===== src/rtl/poly_basemul_ctrl_pkg.sv =====
// Shared constants, FSM state type and modular-reduction helper for the
// Kyber polynomial basemul controller.
package poly_basemul_ctrl_pkg;

  localparam int N_PAIRS = 128;
  localparam int ADDR_W  = 7;
  localparam int COEF_W  = 12;
  localparam int PAIR_W  = 24;

  localparam logic [COEF_W-1:0] KYBER_Q   = 12'd3329;
  localparam logic [ADDR_W-1:0] LAST_ADDR = 7'd127;

  typedef enum logic [1:0] {
    ST_IDLE  = 2'd0,
    ST_ISSUE = 2'd1,
    ST_DRAIN = 2'd2
  } state_e;

  // Full reduction of a non-negative 32-bit value into [0, q-1].
  function automatic logic [COEF_W-1:0] reduce_q(input logic [31:0] x);
    return 12'(x % {20'd0, KYBER_Q});
  endfunction

endpackage


===== src/rtl/poly_basemul_ctrl_if.sv =====
// Control handshake plus coefficient/gamma memory bus of the basemul controller.
// master = the controller, slave = sequencer and memories around it.
interface poly_basemul_ctrl_if;
  import poly_basemul_ctrl_pkg::*;

  logic                start;
  logic                acc_mode;
  logic                busy;
  logic                done;
  logic                rd_en;
  logic [ADDR_W-1:0]   rd_addr;
  logic [PAIR_W-1:0]   a_rdata;
  logic [PAIR_W-1:0]   b_rdata;
  logic [COEF_W-1:0]   zeta_rdata;
  logic [PAIR_W-1:0]   c_rdata;
  logic                c_we;
  logic [ADDR_W-1:0]   c_waddr;
  logic [PAIR_W-1:0]   c_wdata;

  modport master (
    input  start, acc_mode, a_rdata, b_rdata, zeta_rdata, c_rdata,
    output busy, done, rd_en, rd_addr, c_we, c_waddr, c_wdata
  );

  modport slave (
    output start, acc_mode, a_rdata, b_rdata, zeta_rdata, c_rdata,
    input  busy, done, rd_en, rd_addr, c_we, c_waddr, c_wdata
  );

endinterface


===== src/rtl/poly_basemul_ctrl_basemul.sv =====
// Combinational Kyber basemul of one coefficient pair:
// c0 = a0*b0 + a1*b1*gamma, c1 = a0*b1 + a1*b0, both mod q.
module basemul_unit
  import poly_basemul_ctrl_pkg::*;
(
  input  logic [PAIR_W-1:0] a,
  input  logic [PAIR_W-1:0] b,
  input  logic [COEF_W-1:0] zeta,
  output logic [COEF_W-1:0] c0,
  output logic [COEF_W-1:0] c1
);

  logic [31:0] a0_s;
  logic [31:0] a1_s;
  logic [31:0] b0_s;
  logic [31:0] b1_s;
  logic [31:0] g_s;
  logic [31:0] hi_s;

  assign a0_s = {20'd0, a[11:0]};
  assign a1_s = {20'd0, a[23:12]};
  assign b0_s = {20'd0, b[11:0]};
  assign b1_s = {20'd0, b[23:12]};
  assign g_s  = {20'd0, zeta};

  // a1*b1 is reduced before the gamma multiply so every sum stays below 2^32.
  assign hi_s = {20'd0, reduce_q(a1_s * b1_s)};
  assign c0   = reduce_q((a0_s * b0_s) + (hi_s * g_s));
  assign c1   = reduce_q((a0_s * b1_s) + (a1_s * b0_s));

endmodule


===== src/rtl/poly_basemul_ctrl_mod_add_q.sv =====
// Modular addition of two reduced coefficients with one conditional subtract;
// the result lies in [0, q-1].
module mod_add_q
  import poly_basemul_ctrl_pkg::*;
(
  input  logic [COEF_W-1:0] a,
  input  logic [COEF_W-1:0] b,
  output logic [COEF_W-1:0] y
);

  logic [COEF_W:0] sum_s;
  logic [COEF_W:0] diff_s;

  assign sum_s  = {1'b0, a} + {1'b0, b};
  assign diff_s = sum_s - {1'b0, KYBER_Q};

  // Select the wrapped sum once it reaches q.
  always_comb begin
    if (sum_s >= {1'b0, KYBER_Q}) begin
      y = diff_s[COEF_W-1:0];
    end else begin
      y = sum_s[COEF_W-1:0];
    end
  end

endmodule


===== src/rtl/poly_basemul_ctrl.sv =====
// Sequences one basemul_unit over the 128 pairs of a polynomial: read at t,
// compute/accumulate at t+1, write C at t+2, one pair per cycle.
module poly_basemul_ctrl
  import poly_basemul_ctrl_pkg::*;
(
  input  logic                 clk,
  input  logic                 rst,
  poly_basemul_ctrl_if.master  bus
);

  state_e               state_q,     state_d;
  logic                 busy_q,      busy_d;
  logic                 done_q,      done_d;
  logic                 rd_en_q,     rd_en_d;
  logic [ADDR_W-1:0]    rd_addr_q,   rd_addr_d;
  logic                 acc_q,       acc_d;
  logic                 s1_valid_q,  s1_valid_d;
  logic [ADDR_W-1:0]    s1_addr_q,   s1_addr_d;
  logic                 c_we_q,      c_we_d;
  logic [ADDR_W-1:0]   c_waddr_q,   c_waddr_d;
  logic [PAIR_W-1:0]    c_wdata_q,   c_wdata_d;

  logic [COEF_W-1:0]    c0n_s;
  logic [COEF_W-1:0]    c1n_s;
  logic [COEF_W-1:0]    c0_old_s;
  logic [COEF_W-1:0]    c1_old_s;
  logic [COEF_W-1:0]    c0_out_s;
  logic [COEF_W-1:0]    c1_out_s;

  basemul_unit u_basemul (
    .a    (bus.a_rdata),
    .b    (bus.b_rdata),
    .zeta (bus.zeta_rdata),
    .c0   (c0n_s),
    .c1   (c1n_s)
  );

  // Plain mode adds zero, so the same adders serve both modes.
  assign c0_old_s = acc_q ? bus.c_rdata[11:0]  : 12'd0;
  assign c1_old_s = acc_q ? bus.c_rdata[23:12] : 12'd0;

  mod_add_q u_add_c0 (
    .a (c0n_s),
    .b (c0_old_s),
    .y (c0_out_s)
  );

  mod_add_q u_add_c1 (
    .a (c1n_s),
    .b (c1_old_s),
    .y (c1_out_s)
  );

  // Next-state logic for the FSM, address counter and pipeline stages.
  always_comb begin
    state_d    = state_q;
    busy_d     = busy_q;
    rd_en_d    = rd_en_q;
    rd_addr_d  = rd_addr_q;
    acc_d      = acc_q;

    case (state_q)
      ST_IDLE: begin
        if (bus.start) begin
          state_d   = ST_ISSUE;
          busy_d    = 1'b1;
          rd_en_d   = 1'b1;
          rd_addr_d = {ADDR_W{1'b0}};
          acc_d     = bus.acc_mode;
        end else begin
          state_d   = ST_IDLE;
        end
      end
      ST_ISSUE: begin
        if (rd_addr_q == LAST_ADDR) begin
          state_d   = ST_DRAIN;
          rd_en_d   = 1'b0;
        end else begin
          rd_addr_d = rd_addr_q + 7'd1;
        end
      end
      ST_DRAIN: begin
        // done_q marks the final write cycle; leave once it has been seen.
        if (done_q) begin
          state_d   = ST_IDLE;
          busy_d    = 1'b0;
        end else begin
          state_d   = ST_DRAIN;
        end
      end
      default: begin
        state_d    = ST_IDLE;
        busy_d     = 1'b0;
        rd_en_d    = 1'b0;
      end
    endcase

    s1_valid_d = rd_en_q;
    s1_addr_d  = rd_addr_q;
    c_we_d     = s1_valid_q;
    done_d     = s1_valid_q && (s1_addr_q == LAST_ADDR);

    if (s1_valid_q) begin
      c_waddr_d = s1_addr_q;
      c_wdata_d = {c1_out_s, c0_out_s};
    end else begin
      c_waddr_d = c_waddr_q;
      c_wdata_d = c_wdata_q;
    end
  end

  // State and output registers with synchronous reset.
  always_ff @(posedge clk) begin
    if (rst) begin
      state_q    <= ST_IDLE;
      busy_q     <= 1'b0;
      done_q     <= 1'b0;
      rd_en_q    <= 1'b0;
      rd_addr_q  <= {ADDR_W{1'b0}};
      acc_q      <= 1'b0;
      s1_valid_q <= 1'b0;
      s1_addr_q  <= {ADDR_W{1'b0}};
      c_we_q     <= 1'b0;
      c_waddr_q  <= {ADDR_W{1'b0}};
      c_wdata_q  <= {PAIR_W{1'b0}};
    end else begin
      state_q    <= state_d;
      busy_q     <= busy_d;
      done_q     <= done_d;
      rd_en_q    <= rd_en_d;
      rd_addr_q  <= rd_addr_d;
      acc_q      <= acc_d;
      s1_valid_q <= s1_valid_d;
      s1_addr_q  <= s1_addr_d;
      c_we_q     <= c_we_d;
      c_waddr_q  <= c_waddr_d;
      c_wdata_q  <= c_wdata_d;
    end
  end

  assign bus.busy    = busy_q;
  assign bus.done    = done_q;
  assign bus.rd_en   = rd_en_q;
  assign bus.rd_addr = rd_addr_q;
  assign bus.c_we    = c_we_q;
  assign bus.c_waddr = c_waddr_q;
  assign bus.c_wdata = c_wdata_q;

endmodule

===== src/flat_wrapper.sv =====
// flat-port wrapper written by rule: the top's interface ports become plain ports
module poly_basemul_ctrl_flat import poly_basemul_ctrl_pkg::*;
  (clk, rst, bus_start, bus_acc_mode, bus_a_rdata, bus_b_rdata, bus_zeta_rdata, bus_c_rdata, bus_busy, bus_done, bus_rd_en, bus_rd_addr, bus_c_we, bus_c_waddr, bus_c_wdata);
  poly_basemul_ctrl_if bus_i ();
  input  logic clk;
  input  logic rst;
  input wire logic [$bits(bus_i.start)-1:0] bus_start;
  input wire logic [$bits(bus_i.acc_mode)-1:0] bus_acc_mode;
  input wire logic [$bits(bus_i.a_rdata)-1:0] bus_a_rdata;
  input wire logic [$bits(bus_i.b_rdata)-1:0] bus_b_rdata;
  input wire logic [$bits(bus_i.zeta_rdata)-1:0] bus_zeta_rdata;
  input wire logic [$bits(bus_i.c_rdata)-1:0] bus_c_rdata;
  output wire logic [$bits(bus_i.busy)-1:0] bus_busy;
  output wire logic [$bits(bus_i.done)-1:0] bus_done;
  output wire logic [$bits(bus_i.rd_en)-1:0] bus_rd_en;
  output wire logic [$bits(bus_i.rd_addr)-1:0] bus_rd_addr;
  output wire logic [$bits(bus_i.c_we)-1:0] bus_c_we;
  output wire logic [$bits(bus_i.c_waddr)-1:0] bus_c_waddr;
  output wire logic [$bits(bus_i.c_wdata)-1:0] bus_c_wdata;
  assign bus_i.start = bus_start;
  assign bus_i.acc_mode = bus_acc_mode;
  assign bus_i.a_rdata = bus_a_rdata;
  assign bus_i.b_rdata = bus_b_rdata;
  assign bus_i.zeta_rdata = bus_zeta_rdata;
  assign bus_i.c_rdata = bus_c_rdata;
  assign bus_busy = bus_i.busy;
  assign bus_done = bus_i.done;
  assign bus_rd_en = bus_i.rd_en;
  assign bus_rd_addr = bus_i.rd_addr;
  assign bus_c_we = bus_i.c_we;
  assign bus_c_waddr = bus_i.c_waddr;
  assign bus_c_wdata = bus_i.c_wdata;
  poly_basemul_ctrl u_core (.clk(clk), .rst(rst), .bus(bus_i));
endmodule

===== config.mk =====
export PLATFORM = sky130hd
export DESIGN_NAME = poly_basemul_ctrl_flat
export DESIGN_NICKNAME = d
export VERILOG_FILES = /design/src/rtl/poly_basemul_ctrl_pkg.sv /design/src/rtl/poly_basemul_ctrl_if.sv /design/src/rtl/poly_basemul_ctrl_basemul.sv /design/src/rtl/poly_basemul_ctrl_mod_add_q.sv /design/src/rtl/poly_basemul_ctrl.sv /design/src/flat_wrapper.sv
export SDC_FILE = /design/constraint.sdc
export NUM_CORES = 2
export LEC_CHECK = 0
export CAP_MARGIN = 40
export CORE_MARGIN = 1.5
export CORE_UTILIZATION = 25
export DETAILED_ROUTE_END_ITERATION = 7
export GPL_ROUTABILITY_DRIVEN = 0
export PLACE_DENSITY = 0.48
export SLEW_MARGIN = 0
export SYNTH_ARGS = -nofsm -noshare
export SYNTH_HDL_FRONTEND = slang
export SYNTH_SLANG_ARGS = --single-unit

===== constraint.sdc =====
create_clock -name clk -period 54.5 [get_ports clk]
set_clock_uncertainty 0.15 [all_clocks]
set_input_delay 10.9 -clock clk [delete_from_list [all_inputs] [get_ports clk]]
set_output_delay 10.9 -clock clk [all_outputs]
set_load 0.02 [all_outputs]

==> run_summary.xml <==
<?xml version="1.0" encoding="UTF-8"?>
<metrics>
  <group name="synth">
    <metric name="syn-instance-count" unit="">6032</metric>
    <metric name="total_standard_cell_area_after_synthesis" unit="sq mm">0.04645</metric>
    <metric name="post-synth-top-area-fraction" unit="%">25.34</metric>
    <metric name="netlist_top_cells_area" unit="">fa_1 25%, ha_1 8.6%, inv_1 6.2%</metric>
    <metric name="synth_top_cell_by_area" unit="">fa_1</metric>
    <metric name="seq_total_area_yosys" unit="%">2.284</metric>
    <metric name="avgSynthCellArea" unit="sq um">7.700</metric>
    <metric name="yosys_warnings" unit="">0</metric>
    <metric name="synth.ff_latch_count" unit="">53</metric>
    <metric name="synthesis.nets" unit="">7029</metric>
    <metric name="synthDistinctLibCells" unit="">144</metric>
    <metric name="synth_edf_count" unit="">0</metric>
    <metric name="ys_async_sr_fraction" unit="%">0</metric>
    <metric name="ys_dominant_reg_cell" unit="">dfxtp_1</metric>
  </group>
  <group name="critical_path">
    <metric name="critical_path_peak_fanout" unit="">24</metric>
    <metric name="critPathCaptureType" unit="">flip-flop</metric>
    <metric name="cpMaxStageDelayCell" unit="">or4b_1</metric>
    <metric name="worst-endpoint-required" unit="ps">54560</metric>
    <metric name="worstPathArrival" unit="ps">52130</metric>
    <metric name="setup.worst_path.start_class" unit="">input pin</metric>
    <metric name="slowest_stage_delay_on_critical_path" unit="ps">650</metric>
    <metric name="cell_mode_on_critical_path" unit="">fa_1</metric>
    <metric name="setup.worst_path.class" unit="">input pin to flip-flop</metric>
  </group>
  <group name="routing">
    <metric name="detail_route.iter0.violations" unit="">2708</metric>
    <metric name="vias_per_cell" unit="">5.026</metric>
    <metric name="route.detailed.drc" unit="">0</metric>
    <metric name="route.antenna.remaining_nets" unit="">0</metric>
    <metric name="post_drt_wl_per_cell" unit="um">16.58</metric>
    <metric name="drt_total_wl" unit="mm">142.1</metric>
    <metric name="dr_total_vias" unit="">43070</metric>
    <metric name="drt_pass1_iterations" unit="">6</metric>
  </group>
  <group name="global_routing">
    <metric name="pin_count_of_the_biggest_net_entering_global_routing" unit="">51</metric>
    <metric name="gr-total-overflow" unit="">0</metric>
    <metric name="vias_in_the_first_global_route" unit="">42860</metric>
    <metric name="gr-usage-all-layers" unit="%">14.83</metric>
    <metric name="antenna_found_initial" unit="">30</metric>
    <metric name="grt_first_pass_wirelength" unit="mm">232.4</metric>
  </group>
  <group name="cells_and_area">
    <metric name="final_cell_area" unit="sq mm">0.05209</metric>
    <metric name="final_cells" unit="">8569</metric>
    <metric name="drive_gt1_share" unit="%">7.974</metric>
    <metric name="syn2layout_area_growth" unit="%">12.14</metric>
    <metric name="finish.net_count" unit="">7066</metric>
  </group>
  <group name="placed_design">
    <metric name="dpl.cell_count" unit="">8508</metric>
    <metric name="port-buffer-count" unit="">129</metric>
    <metric name="dpl.hpwl" unit="mm">118.6</metric>
    <metric name="placed_cell_area" unit="sq mm">0.05076</metric>
  </group>
  <group name="sta">
    <metric name="setup_viol_count_final" unit="">0</metric>
    <metric name="clock_period_minus_worst_slack" unit="ps">52080</metric>
    <metric name="final_min_period_over_clock_period" unit="%">95.55</metric>
    <metric name="timing.final.hold_violations" unit="">0</metric>
    <metric name="max_slew.worst_pin.slew" unit="ps">939.6</metric>
    <metric name="slew_violations" unit="">0</metric>
    <metric name="slew-limit-headroom" unit="%">37.08</metric>
    <metric name="clock.fmax" unit="MHz">19.20</metric>
  </group>
  <group name="clock_network">
    <metric name="clk_transition_reported_paths" unit="ps">70</metric>
    <metric name="clk-insertion-delay-late" unit="ps">290</metric>
    <metric name="cts_tree" unit="">built</metric>
    <metric name="ctsHtreeMaxLevel" unit="">2</metric>
    <metric name="clock_root_cell" unit="">clkbuf_16</metric>
    <metric name="cts_hold_buffers" unit="">0</metric>
    <metric name="numCtsBuffers" unit="">5</metric>
    <metric name="clock_buffer_depth" unit="">2</metric>
    <metric name="clock-sinks" unit="">53</metric>
  </group>
  <group name="worst_hold_path">
    <metric name="timing.hold.worst.class" unit="">flip-flop to flip-flop</metric>
  </group>
  <group name="die">
    <metric name="die_w" unit="um">434.0</metric>
    <metric name="std_cell_rows" unit="">158</metric>
    <metric name="die_area" unit="sq mm">0.1884</metric>
    <metric name="io_pins" unit="">130</metric>
    <metric name="core_region_area" unit="sq mm">0.1850</metric>
    <metric name="floorplan.initialDensity" unit="%">25.10</metric>
    <metric name="die-height" unit="um">434.0</metric>
  </group>
  <group name="outcome">
    <metric name="run_status" unit="">complete, no violations</metric>
  </group>
  <group name="job">
    <metric name="timing.max_cap.violations" unit="">0</metric>
  </group>
</metrics>
[layer usage]
layer  global-route usage [%]  wire (um)  up-vias  share of wire (%)
li1                         -          -    20820                  -
met5                        0         20        -              0.014
met3                   0.5362       3548      129                2.5
met4                    2.700       2641        4                1.9
met1                    20.38      66780    21320                 47
met2                    25.92      69110      795                 49
[final timing paths]
check | from | end | slack (ps) | cells after the start
min | u_core.s1_addr_q[2] | u_core.bus.done | 310 | 2
max | bus_a_rdata[12] | u_core.bus.c_wdata[5] | 2420 | 150
min reg2reg | u_core.s1_addr_q[2] | u_core.bus.done | 310 | 2
max reg2reg | u_core.acc_q | u_core.bus.c_wdata[16] | 49470 | 20
[per-stage QoR]
stage | TNS [ps] | setup slack, ps | hold slack (ps) | util [%]
final | 0 | 2423 | 313.6 | 28.15
after global routing | -186.9 | -101.2 | 349.7 | 28.14
after CTS | 0 | 62.87 | 309.0 | 27.56
after detailed placement | -1752 | -378.3 | 293.7 | 27.43
after global placement | 0 | 138.9 | 307.2 | 27.29
after floorplan | 0 | 5984 | 276.4 | -
[sequential cells by signal, summed over array words and instances (netlist names), 2 cells and up]
| signal | cells |
|---|---|
| u_core.bus.c_waddr | 7 |
| u_core.bus.c_wdata | 24 |
| u_core.bus.rd_addr | 7 |
| u_core.s1_addr_q | 7 |
| u_core.state_q | 2 |
[worst max-delay path, delay by kind of cell]
kind | cells | cell delay (ps)
compound gates | 63 | 16270
simple gates | 40 | 11080
fa+ha+maj | 17 | 7980
xor+xnor | 11 | 2310
buf+inv | 15 | 2040
mux | 4 | 1440
[final cells by class]
cell class	instances	area (sq um)
timing repair buffer	267	2491
clock buffer	5	125.1
sequential	53	1062
clock inverter	3	65.06
tap	2480	3103
inverter	779	2924
fill	20200	133000
multi-input combinational	4963	42270
antenna	19	47.55
[cells in the mapped netlist (24+ instances only)]
cell type  number
o21bai_1       27
or3_1          64
o31ai_1        29
nand4_1        40
or2_2          31
o21ai_1        53
a21o_1         76
o22ai_1        32
nor4_1         46
fa_1          588
buf_2          44
inv_1         773
nor3_1        152
clkbuf_1      181
a21oi_1       260
a211o_1        27
nor2b_1        43
o211ai_1       71
a21boi_0       24
o21ai_0       164
xnor2_1       242
a211oi_1       68
o21a_1         62
and2_1        405
nand2_1       712
xor2_1        104
dfxtp_1        53
mux2i_1        47
ha_1          321
nor2_1        332
a22oi_1        24
nand3_1       134
a31oi_1        57
and3_1         66
nand2b_1       48
[layout by cell type, fill, tap and decap left out, types with 40 or more instances in the layout]
cell type	instances
nand2_1	710
and2_1	403
buf_4	121
fa_1	588
xnor2_1	229
inv_1	773
ha_1	321
o21ai_0	155
nand3_1	133
nand4_1	40
clkdlybuf4s50_1	115
nor2_1	328
a21o_1	76
a31oi_1	56
xor2_1	100
nor3_1	144
nor4_1	40
a211oi_1	65
mux2i_1	45
o21ai_1	53
and3_1	62
nand2b_1	48
o21a_1	59
dfxtp_1	52
or3_1	62
o211ai_1	71
a21oi_1	255
nor2b_1	43
[kinds of logic (layout without fill, tap and decap cells)]
logic type / count (synthesis) / count (layout) / synth area share [%]
simple gates: 2248 / 2249 / 25.01
compound gates: 1379 / 1379 / 21.86
buf+inv: 1017 / 1054 / 8.442
fa+ha+maj: 919 / 919 / 34.21
xor+xnor: 349 / 349 / 6.629
mux: 67 / 67 / 1.565
flops: 53 / 53 / 2.284
other cells: 0 / 19 / 0
[what timing repair did]
item / CTS / global route
endpoints found under the hold margin: 0 / 0
endpoints found under the setup margin: 6 / 12
gates cloned: 0 / 1
setup buffers: 2 / 29
pin swaps: 1 / 28
resized for setup: 7 / 164
Power is not shown: default switching activity piles up to over one toggle a cycle in this logic, so the estimate is an artifact.
